`src/rtl/div_seq.sv`:
```
// div_seq: multi-cycle unsigned restoring divider controller (DIVU).
// It drives an external combinational subtractor once per cycle and keeps
// the partial remainder / quotient registers. Remainder goes to HI, quotient to LO.
module div_seq #(
  parameter int WIDTH = 32
) (
  input  logic             clk,
  input  logic             rst_n,
  input  logic             start,
  input  logic [WIDTH-1:0] dividend,
  input  logic [WIDTH-1:0] divisor,
  output logic [WIDTH-1:0] sub_a,
  output logic [WIDTH-1:0] sub_b,
  input  logic [WIDTH-1:0] sub_r,
  output logic             busy,
  output logic             done,
  output logic [WIDTH-1:0] quotient,
  output logic [WIDTH-1:0] remainder,
  output logic             div_by_zero
);

  localparam int CW = (WIDTH > 1) ? $clog2(WIDTH) : 1;

  typedef enum logic [1:0] {IDLE, RUN, DONE} state_t;

  state_t           stateReg;
  state_t           stateNext;
  logic [WIDTH-1:0] qReg;
  logic [WIDTH-1:0] rReg;
  logic [WIDTH-1:0] dReg;
  logic [CW-1:0]    countReg;
  logic             dbzReg;

  logic [WIDTH-1:0] shifted;
  logic             outBit;
  logic             borrow;
  logic             takeDiff;
  logic             divisorZero;

  // Shift the next dividend bit into the partial remainder; the bit shifted
  // out of R is a hidden 2^WIDTH weight that guarantees the subtraction fits.
  assign shifted     = {rReg[WIDTH-2:0], qReg[WIDTH-1]};
  assign outBit      = rReg[WIDTH-1];
  // Borrow of S - D recovered from operand and result sign bits only, since
  // the external subtractor exposes no carry.
  assign borrow      = (~shifted[WIDTH-1] & dReg[WIDTH-1]) |
                       (~(shifted[WIDTH-1] ^ dReg[WIDTH-1]) & sub_r[WIDTH-1]);
  assign takeDiff    = outBit | ~borrow;
  assign divisorZero = (divisor == '0);

  assign quotient    = qReg;
  assign remainder   = rReg;
  assign div_by_zero = dbzReg;

  // State register
  always_ff @(posedge clk or negedge rst_n) begin
    if (!rst_n) begin
      stateReg <= IDLE;
    end else begin
      stateReg <= stateNext;
    end
  end

  // Next-state logic: divide-by-zero skips RUN entirely
  always_comb begin
    stateNext = stateReg;
    case (stateReg)
      IDLE: begin
        if (start) begin
          stateNext = divisorZero ? DONE : RUN;
        end
      end
      RUN: begin
        if (countReg == '0) begin
          stateNext = DONE;
        end
      end
      DONE:    stateNext = IDLE;
      default: stateNext = IDLE;
    endcase
  end

  // Outputs: subtractor operands are only live in RUN, zero otherwise
  always_comb begin
    busy  = 1'b0;
    done  = 1'b0;
    sub_a = '0;
    sub_b = '0;
    case (stateReg)
      RUN: begin
        busy  = 1'b1;
        sub_a = shifted;
        sub_b = dReg;
      end
      DONE: begin
        busy = 1'b1;
        done = 1'b1;
      end
      default: ;
    endcase
  end

  // Datapath: operand capture on accepted start, one quotient bit per RUN cycle
  always_ff @(posedge clk or negedge rst_n) begin
    if (!rst_n) begin
      qReg     <= '0;
      rReg     <= '0;
      dReg     <= '0;
      countReg <= '0;
      dbzReg   <= 1'b0;
    end else begin
      case (stateReg)
        IDLE: begin
          if (start) begin
            if (divisorZero) begin
              qReg   <= '1;
              rReg   <= dividend;
              dbzReg <= 1'b1;
            end else begin
              dReg     <= divisor;
              qReg     <= dividend;
              rReg     <= '0;
              countReg <= CW'(WIDTH - 1);
              dbzReg   <= 1'b0;
            end
          end
        end
        RUN: begin
          if (takeDiff) begin
            rReg <= sub_r;
            qReg <= {qReg[WIDTH-2:0], 1'b1};
          end else begin
            rReg <= shifted;
            qReg <= {qReg[WIDTH-2:0], 1'b0};
          end
          if (countReg != '0) begin
            countReg <= countReg - 1'b1;
          end
        end
        default: ;
      endcase
    end
  end

endmodule
```
`config.mk`:
```
export PLATFORM = sky130hd
export DESIGN_NAME = div_seq
export DESIGN_NICKNAME = d
export VERILOG_FILES = /design/src/rtl/div_seq.sv
export SDC_FILE = /design/constraint.sdc
export NUM_CORES = 1
export LEC_CHECK = 0
export CORE_ASPECT_RATIO = 1.75
export CORE_MARGIN = 3
export CORE_UTILIZATION = 43
export CTS_CLUSTER_SIZE = 40
export DETAILED_ROUTE_END_ITERATION = 16
export PLACE_DENSITY = 0.81
export SKIP_CTS_REPAIR_TIMING = 1
export SLEW_MARGIN = 0
export SYNTH_ARGS = -nofsm -noshare
export SYNTH_HDL_FRONTEND = slang
export SYNTH_SLANG_ARGS = --single-unit
```
`constraint.sdc`:
```
create_clock -name clk -period 2.81 [get_ports clk]
set_clock_uncertainty 0.2 [all_clocks]
set_input_delay 0.281 -clock clk [delete_from_list [all_inputs] [get_ports clk]]
set_output_delay 0.281 -clock clk [all_outputs]
set_load 0.005 [all_outputs]
```
Word-level counts from Yosys, hierarchy flattened
Index checks and enable logic that the tools add are counted.
Widths: inputs -> output; s select.
- ROM bits: 0
- flip-flop bits (word level): 104
- latch bits: 0
- memories kept: 0
- output and inout port bits: 131
- logic and storage cells: 54
- RAM bits: 0
- bits of input ports: 99
- muxes and demuxes: 21
- $lt $le $gt $ge: 0
- bitwise gates (word level): 9
- $add $sub $neg: 1
- divide/modulo/power cells: 0
- reductions and logical operators: 11
- $mul: 0
- equal/unequal tests: 6
- shift-type cells: 0
- operators with widths (cell ; number):
    $mux 32 ; 7
    $pmux 32 s2 ; 2
    $logic_not 32->1 ; 1
    $mux 5 ; 3
    $pmux 5 s2 ; 1
    $ne 2x2->1 const B ; 4
    $mux 2 ; 3
    $reduce_and 2->1 ; 3
    $logic_not 5->1 ; 1
    $reduce_bool 5->1 ; 1
    $sub 5x1->5 const B ; 1
    $mux 1 ; 4
    $not 1->1 ; 4
    $pmux 2 s2 ; 1
    $reduce_and 4->1 ; 1
    $reduce_and 3->1 ; 1
    $and 1x1->1 ; 2
    $eq 2x1->1 const B ; 1
    $eq 2x2->1 const B ; 1
    $logic_not 2->1 ; 1
    $or 1x1->1 ; 2
    $reduce_bool 2->1 ; 1
    $reduce_or 2->1 ; 1
    $xor 1x1->1 ; 1

Depth between registers and ports, before layout
Gate-level depths: netlist (run 1).
- depth after elaboration: 8
- depth in mapped cells: 8
- mapped depth without buffers: 7

Least setup slack after synthesis (run 1)
Ideal clock, no wire load.
- kind: reg2reg
- start: reg rReg[30], in the netlist remainder[30]
- end: reg rReg[12], in the netlist remainder[12]
- library setup time: 0.126 ns
- required time: 2.484 ns
- path buffers: 1
- cell stages (with the launch flop): 9
- setup slack: 0.477 ns
- arrival time: 2.007 ns
- period minus slack after synthesis: 2.333 ns
- path through: dfrtp_1 inv_1 ha_1 a21oi_1 nor2_1 clkbuf_1 mux2_2 a221oi_1 nor2_1
- longest elaborated chain between the ends: 8
- elaborated cells between the ends (all ways): 10
- those cells by class: mux: 2; bitwise: 8
- ends and longest elaborated chain (item ; RTL line ; RTL):
    from (decl) ; 29 ; logic [WIDTH-1:0] rReg;
    from (signal assigned) ; 117 ; rReg <= dividend;
    from (signal assigned) ; 130 ; rReg <= sub_r;
    from (signal assigned) ; 133 ; rReg <= shifted;
    $xor 1x1->1 ; 47 ; (~(shifted[WIDTH-1] ^ dReg[WIDTH-1]) & sub_r[WIDTH-1]);
    $not 1->1 ; 47 ;
    $and 1x1->1 ; 47 ;
    $or 1x1->1 (*) ; 46 ; assign borrow = (~shifted[WIDTH-1] & dReg[WIDTH-1]) |
    $not 1->1 (*) ; 48 ; assign takeDiff = outBit | ~borrow;
    $or 1x1->1 (*) ; 48 ;
    $mux 32 (*) ; 129 ; if (takeDiff) begin
    $pmux 32 s2 (*) ; 112 ; case (stateReg)
Mark *: on every way between the ends. The rest lies on a longest branch, timed or not.
A chain may end at the register's enable or synchronous reset.

Final worst setup path (run 1)
- start: reg stateReg[1]
- end: out sub_a[31]
- longest elaborated chain between the ends: 2
- ends and longest elaborated chain (item ; RTL line ; RTL):
    from (decl) ; 26 ; state_t stateReg;
    from (signal assigned) ; 60 ; stateReg <= stateNext;
    $eq 2x1->1 ; 89 ; case (stateReg)
    $mux 32 ; 89 ;
    to (decl) ; 12 ; output logic [WIDTH-1:0] sub_a,
Every way passes these cells.

==> metrics, run 1 <==
die height 155 um; reg2reg path depth 8; vias in the first global route 5,123; FF+latch count, synth 104; Hold WS 0.288 ns; GP Congestion 0.822; initial antenna violation count 0; Root Driver clkbuf_16; Req. time, crit path 2.33 ns; Synth Flop Type dfrtp_1; CP Launch Type flip-flop; Synth Area in XOR/XNOR 0; CP endpoint kind output port; # IOs 230; Post-Synth Adder-Cell Area 0.0115; end of the critical path sub_a[31]; RSZ-0062 raised after global routing no; H-tree depth 3; maximum clock rate 383 MHz; TNS Setup 0 ns; post-layout min period 2.61 ns; total CTS buffers 9; mux contribution to synthesized area 0.133; Clk pin slew, worst setup/hold paths 0.07 ns; NumNets Final 852; Area contributors post-synth dfrtp_1 48%, mux2_2 13%, and2_1 7.4%; largest net degree at the start of global routing 72; Mapped Nets 636; Fin. Hold Viols 0; Layout area overhead 52.2%; leakage 3.27 nW; arrival time at the worst endpoint 2.13 ns; Initial DRT Pass Iterations 4; Setup violations, final 0; DRT iter0 DRCs 245; Core Area 12,200 um^2; WL/cell 18.1 um; RR Endpoint remainder[12]; die area 14,100 um^2; share of cells above drive strength 1 0.149; Hold WC Path Type flip-flop to flip-flop; DRC 0; main combinational cell family by area after synthesis simple AND/OR/NAND/NOR gates; run status finished, final reports clean; compound-cell area share of the yosys netlist 0.159; clk buf depth 2; Filler Cell Count 985; Worst Setup SP stateReg[1]; sequential fraction of the synthesis area 0.479; Critical Path Fanout Max 71; diode count 0; Mean Syn Cell Area 10.2 um^2; Via Count 4,976; Synth area leader dfrtp_1; pwr dens 1050 nW/um^2; DP HPWL 12,300 um; DRT antenna net count 0; Async S/R FF share, synth 1.00; Synth top area share 0.479; Power, Total 0.00869 W; post-DR vias/cell 5.42; clock sinks 104; Unique masters post-synth 42; Final Max Slew Viols 0; Initial Util 0.445; r2r setup slk 0.43 ns; Max-Cap Viols 0; overall routing resource usage 0.234; max_slew headroom 0.420; first-pass GRT wire length 26,700 um; Post-synth EDFFs 0; Layout Utilization 0.677; Final period util 0.929; CTS tree yes; Worst-Margin Slew 0.859 ns; warnings from Yosys 0; total global routing overflow 0; Total Wirelength 16,600 um; simple-gate area share of the yosys netlist 0.174; clock latency at the later pin of the worst-skew pair 0.34 ns; Port Buffers 229; Cells after Synth 532; die width 91.0 um; worst r2r src stateReg[0]; critical path type flip-flop to output port; synthesized area 5430 um^2; worst IR drop on VDD 519 uV; Rows 53
==> routing by layer <==
metal  vias to the layer above  GRT usage  part of all wire
met5                         -          0                 0
met1                      2416      0.260              0.37
met3                        26     0.0667             0.068
met2                       195      0.426              0.54
met4                         0     0.0784             0.022
li1                       2339          -                 -
==> kinds of logic (layout without fill, tap and decap cells) <==
logic type	count (synthesis)	count (layout)
simple gates	183	183
fa+ha+maj	5	5
flops	104	104
buf+inv	51	272
mux	64	64
compound gates	125	125
==> flip-flops by register name (all words and copies together), names as in the netlist <==
signal       cells
dReg            32
quotient        32
remainder       32
countReg         5
stateReg         2
div_by_zero      1
==> worst min path at each step <==
stage                      startpoint           to  slack [ns]  depth (start not counted)
final                     div_by_zero  div_by_zero        0.29                          2
after global routing         dReg[28]     dReg[28]        0.32                          1
after CTS                       rst_n      dReg[2]       -0.22                          1
after detailed placement        rst_n      dReg[6]        0.15                          1
after global placement          rst_n      dReg[2]        0.13                          1
after floorplan                 rst_n  countReg[0]       -0.21                          0
==> where the power goes <==
group / internal (W) / switching (W)
sequential: 0.00224 / 0.000575
combinational: 0.00266 / 0.00205
clock: 0.000628 / 0.000546
==> critical path: stages (launching register included) <==
cell and delay [ns]:
dfrtp_1 0.39, inv_1 0.13, ha_4 0.16, buf_12 0.26, inv_2 0.19, nor2_1 0.12
clkdlybuf4s50_1 0.53
==> layout make-up <==
type | instances | area [um^2] | area share
sequential | 104 | 2600 | 0.315
multi-input combinational | 377 | 2640 | 0.320
timing repair buffer | 247 | 2500 | 0.303
clock buffer | 12 | 246 | 0.0298
clock inverter | 4 | 30.0 | 0.00363
inverter | 9 | 33.8 | 0.00409
tap | 165 | 206 | 0.0250
==> cell usage after synthesis (3+ instances only) <==
cell type	instances
buf_1	4
o22ai_1	32
buf_2	6
buf_4	3
ha_1	5
dfrtp_1	104
nand2_1	7
nor4_2	3
nor4_1	3
nor2_1	98
clkbuf_1	25
inv_1	8
buf_6	4
a21oi_1	35
a221oi_1	32
o21ai_0	4
and2_1	64
mux2_2	64
==> stage by stage <==
step,instance area [um^2],setup slack (ns),cells
2_1_floorplan,5430,0.478,532
3_3_place_gp,7980,0.218,901
3_5_place_dp,7980,0.151,901
4_1_cts,8260,0.179,917
5_1_grt,8270,0.0614,918
6_report,8270,0.198,918
==> cells in the final DEF (no fill, tap or decap), drive strengths merged, types with 2 or more instances in the layout <==
| cell type | n |
|---|---|
| nor2 | 98 |
| a21boi | 2 |
| clkinv | 3 |
| o41a | 2 |
| clkbuf | 12 |
| a32o | 2 |
| mux2 | 64 |
| nand4 | 2 |
| o21ai | 6 |
| ha | 5 |
| o22ai | 32 |
| nor4 | 8 |
| o21bai | 2 |
| a31oi | 2 |
| a221oi | 32 |
| nand3 | 2 |
| inv | 9 |
| dfrtp | 104 |
| clkdlybuf4s50 | 228 |
| nand2 | 7 |
| nor3 | 2 |
| a21oi | 36 |
| and2 | 64 |
| buf | 18 |
Power figures use the tool's default switching activity.
==> run 2, diff against run 1 <==
Settings changed: REMOVE_ABC_BUFFERS set to 1, SKIP_CTS_REPAIR_TIMING 1 to unset, SLEW_MARGIN 0 to unset.
==> run 2 against run 1 <==
Compared with the run above: setup slack better by 0.069 ns; register-to-register slack about the same; critical endpoint is now sub_b[9]; combinational power about the same; critical path type unchanged.
==> metrics, run 2 (same netlist as run 1, synthesis figures left out) <==
run status finished, final reports clean; diode count 0; r2r setup slk 0.44 ns; die width 91.0 um; DRT iter0 DRCs 197; most frequent cells in the layout 228 x clkdlybuf4s50_1, 104 x dfrtp_1, 97 x nor2_1; DP Worst Slack 0.170 ns; CTS tree yes; Worst-Margin Slew 0.844 ns; Hold WS 0.241 ns; combinational power share 0.544; critical path type flip-flop to output port; multi-input combinational cell area 2640 um^2; FF+latch area 2600 um^2; Req. time, crit path 2.33 ns; Pint 0.00553 W; Via Count 4,993; die area 14,100 um^2; reg2reg path depth 7; CP endpoint kind output port; Port Buffers 229; Sequential Power Share 0.321; Total Wirelength 16,600 um; Layout area overhead 52.4%; clock latency at the later pin of the worst-skew pair 0.34 ns; initial antenna violation count 0; Setup violations, final 0; overall routing resource usage 0.235; WL/cell 18.1 um; post-layout min period 2.54 ns; Critical Path Fanout Max 35; Max-Cap Viols 0; Fin. Hold Viols 0; # resized after CTS 0; max_slew headroom 0.430; Final period util 0.905; DRC 0; Initial Util 0.445; Initial DRT Pass Iterations 4; NumNets Final 852; arrival time at the worst endpoint 2.06 ns; Sw Ratio 0.365; DP HPWL 12,400 um; Psw 0.00318 W; pwr dens 1050 nW/um^2; leakage 3.27 nW; Clock Power Share 0.134; H-tree depth 3; worst IR drop on VDD 542 uV; hold_buf cts 1; Core Area 12,200 um^2; share of cells above drive strength 1 0.149; CP Launch Type flip-flop; total CTS buffers 9; worst r2r src countReg[0]; maximum clock rate 393 MHz; first-pass GRT wire length 26,800 um; Filler Cell Count 967; Final Max Slew Viols 0; die height 155 um; Rows 53; # IOs 230; Root Driver clkbuf_16; post-DR vias/cell 5.44; postcts setup bufs 0; total global routing overflow 0; Setup WS post-layout 0.267 ns; Hold WC Path Type input pin to asynchronous set/reset pin; RSZ-0062 raised after global routing no; Clk pin slew, worst setup/hold paths 0.07 ns; most common cell after layout, fill and taps aside clkdlybuf4s50_1; largest net degree at the start of global routing 51; RR Endpoint stateReg[0]; DRT antenna net count 0; vias in the first global route 5,155; clock sinks 104; clk buf depth 2; GP Congestion 0.822
==> run 2: worst max-delay path by stage <==
stage | start | to | slack, ns | cells past startpoint
after floorplan | stateReg[1] | quotient[0] | -3.66 | 5
after global placement | divisor[9] | dReg[1] | 0.18 | 6
after global routing | stateReg[1] | sub_b[20] | 0.16 | 5
after CTS | stateReg[1] | sub_b[9] | 0.24 | 5
after detailed placement | divisor[9] | dReg[1] | 0.17 | 6
final | stateReg[1] | sub_b[9] | 0.27 | 5
==> run 2: power groups by stage <==
stage | clock network [W] | logic (W) | registers (W)
after floorplan | 0 | 0.00233 | 0.00272
after CTS | 0.00120 | 0.00479 | 0.00280
final | 0.00117 | 0.00473 | 0.00280
after global routing | 0.00126 | 0.00516 | 0.00290
after detailed placement | 0 | 0.00476 | 0.00283
after global placement | 0 | 0.00463 | 0.00278
==> run 2: cell type report <==
| cell class | count | area share |
|---|---|---|
| Clock inverter | 5 | 0.00514 |
| Tap cell | 165 | 0.0250 |
| Sequential cell | 104 | 0.315 |
| Inverter | 9 | 0.00408 |
| Timing Repair Buffer | 247 | 0.304 |
| Clock buffer | 10 | 0.0277 |
| Multi-Input combinational cell | 377 | 0.320 |
==> run 2: per-stage QoR <==
step / util / power (W) / TNS, ns / cells / instance area, um^2
floorplan: - / 0.00505 / -230.63 / 490 / 5220
global placement: 0.655 / 0.00741 / 0 / 901 / 7990
detailed placement: 0.655 / 0.00759 / 0 / 901 / 7990
CTS: 0.678 / 0.00879 / 0 / 917 / 8270
global route: 0.678 / 0.00931 / 0 / 917 / 8270
finish: 0.678 / 0.00870 / 0 / 917 / 8270
==> run 2: layer usage <==
layer	track usage	routed length, um	part of all wire
met5	0	0	0
met2	0.420	8680	0.52
met1	0.271	6360	0.38
met3	0.0594	1140	0.069
met4	0.0842	451	0.027
==> run 2: worst max-delay path, stage by stage (launching register included) <==
cell and delay (ns):
dfrtp_1 0.38, inv_1 0.14, ha_4 0.19, buf_4 0.30, and2_1 0.20, clkdlybuf4s50_1 0.51
==> run 3, diff against run 2 <==
Settings changed: CORE_ASPECT_RATIO 1.75 to unset, SKIP_CTS_REPAIR_TIMING set to 1.
==> run 3 against run 2 <==
Compared with the run above: critical path depth unchanged; first-iteration DRC count increased by 100%; via count increased by 1.1%; highest routed layer unchanged.
==> metrics, run 3 (same netlist as run 1, synthesis figures left out) <==
Core Area 12,200 um^2; NumNets Final 851; maximum clock rate 383 MHz; # IOs 230; DRT antenna net count 0; diode count 0; run status finished, final reports clean; RSZ-0062 raised after global routing no; clock latency at the later pin of the worst-skew pair 0.34 ns; M3 GR Usage 0.0608; DRC 0; initial antenna violation count 0; Critical Path Fanout Max 25; GP Congestion 0.860; global routing usage on met1 0.296; Clk pin slew, worst setup/hold paths 0.07 ns; Final period util 0.929; Power, Total 0.00902 W; Total Wirelength 17,000 um; largest net degree at the start of global routing 68; crit path cell chain inv_1 > ha_4 > buf_4 > and2_1 > clkdlybuf4s50_1; Setup violations, final 0; arrival time at the worst endpoint 2.13 ns; H-tree depth 3; pwr dens 1080 nW/um^2; GR peak layer met2; Initial Util 0.447; most frequent cells in the layout 228 x clkdlybuf4s50_1, 104 x dfrtp_1, 97 x nor2_1; CP endpoint kind output port; max_slew headroom 0.472; overall routing resource usage 0.237; total global routing overflow 0; Req. time, crit path 2.33 ns; clk buf depth 2; Root Driver clkbuf_16; DRT iter0 DRCs 397; Port Buffers 229; Via Count 5,049; Worst-Margin Slew 0.781 ns; most common cell after layout, fill and taps aside clkdlybuf4s50_1; total CTS buffers 9; clock sinks 104; Filler Cell Count 942; Max-Cap Viols 0; Hold WC Path Type input pin to asynchronous set/reset pin; first-pass GRT wire length 27,100 um; max incr delay on CP 0.50 ns; vias in the first global route 5,093; die width 118 um; Rows 40; worst IR drop on VDD 536 uV; Fin. Hold Viols 0; CP Launch Type flip-flop; CTS tree yes; slowest stage cell, crit path clkdlybuf4s50_1; die height 118 um; Final Max Slew Viols 0; post-layout min period 2.61 ns; die area 14,000 um^2; share of cells above drive strength 1 0.148; DP HPWL 12,100 um; critical path type flip-flop to output port; leakage 3.30 nW; DP Cell Count 902; post-DR vias/cell 5.50; Layout area overhead 53.3%; M2 GR Usage 0.394; post-route non-filler standard cell count 918; Initial DRT Pass Iterations 5; WL/cell 18.5 um
[run 3: path summary, 6_finish.rpt]
path / slack (ns) / cells past startpoint / start / endpoint
min: 0.23 / 2 / rst_n / dReg[18]
max in group asynchronous: 1.41 / 3 / rst_n / remainder[1]
max reg2reg: 0.26 / 7 / stateReg[0] / remainder[14]
max: 0.20 / 5 / stateReg[1] / sub_b[22]
min in group clk: 0.30 / 1 / dReg[22] / dReg[22]
min reg2reg: 0.30 / 1 / dReg[22] / dReg[22]
[run 3: final cells by class]
| cell class | count | area [um^2] | area share |
|---|---|---|---|
| sequential | 104 | 2600 | 0.313 |
| tap | 168 | 210 | 0.0252 |
| clock inverter | 3 | 90.1 | 0.0108 |
| timing repair buffer | 246 | 2500 | 0.300 |
| clock buffer | 11 | 253 | 0.0304 |
| inverter | 9 | 33.8 | 0.00406 |
| multi-input combinational | 377 | 2640 | 0.317 |
[run 3: where the power goes]
part	total, W	switching, W	internal (W)
sequential	0.00281	0.000572	0.00224
clock	0.00145	0.000535	0.000910
combinational	0.00477	0.00209	0.00267
[run 3: layer usage]
metal / vias to the layer above / wire (um)
met2: 266 / 8190
met4: 0 / 459
met5: - / 0
li1: 2332 / -
met3: 33 / 1480
met1: 2418 / 6890
[run 3: through the flow]
stage                     worst slack (ns)  hold WS (ns)  TNS (ns)  cell area [um^2]  utilization
after global routing                0.0677         0.293         0              8330        0.685
final                                0.200         0.234         0              8330        0.685
after detailed placement             0.201        0.0848         0              7960        0.655
after global placement               0.266        0.0755         0              7960        0.655
after floorplan                      -3.66        -0.215   -230.63              5220            -
after CTS                           0.0824        -0.284         0              8300        0.683
[run 3: worst max-delay path: cells and delay by family, from the launching register on]
kind	cells	cell delay (ns)
AND/OR/NAND/NOR	1	0.19
flip-flops	1	0.38
adder cells (fa/ha/maj)	1	0.28
buffers and inverters	3	0.93
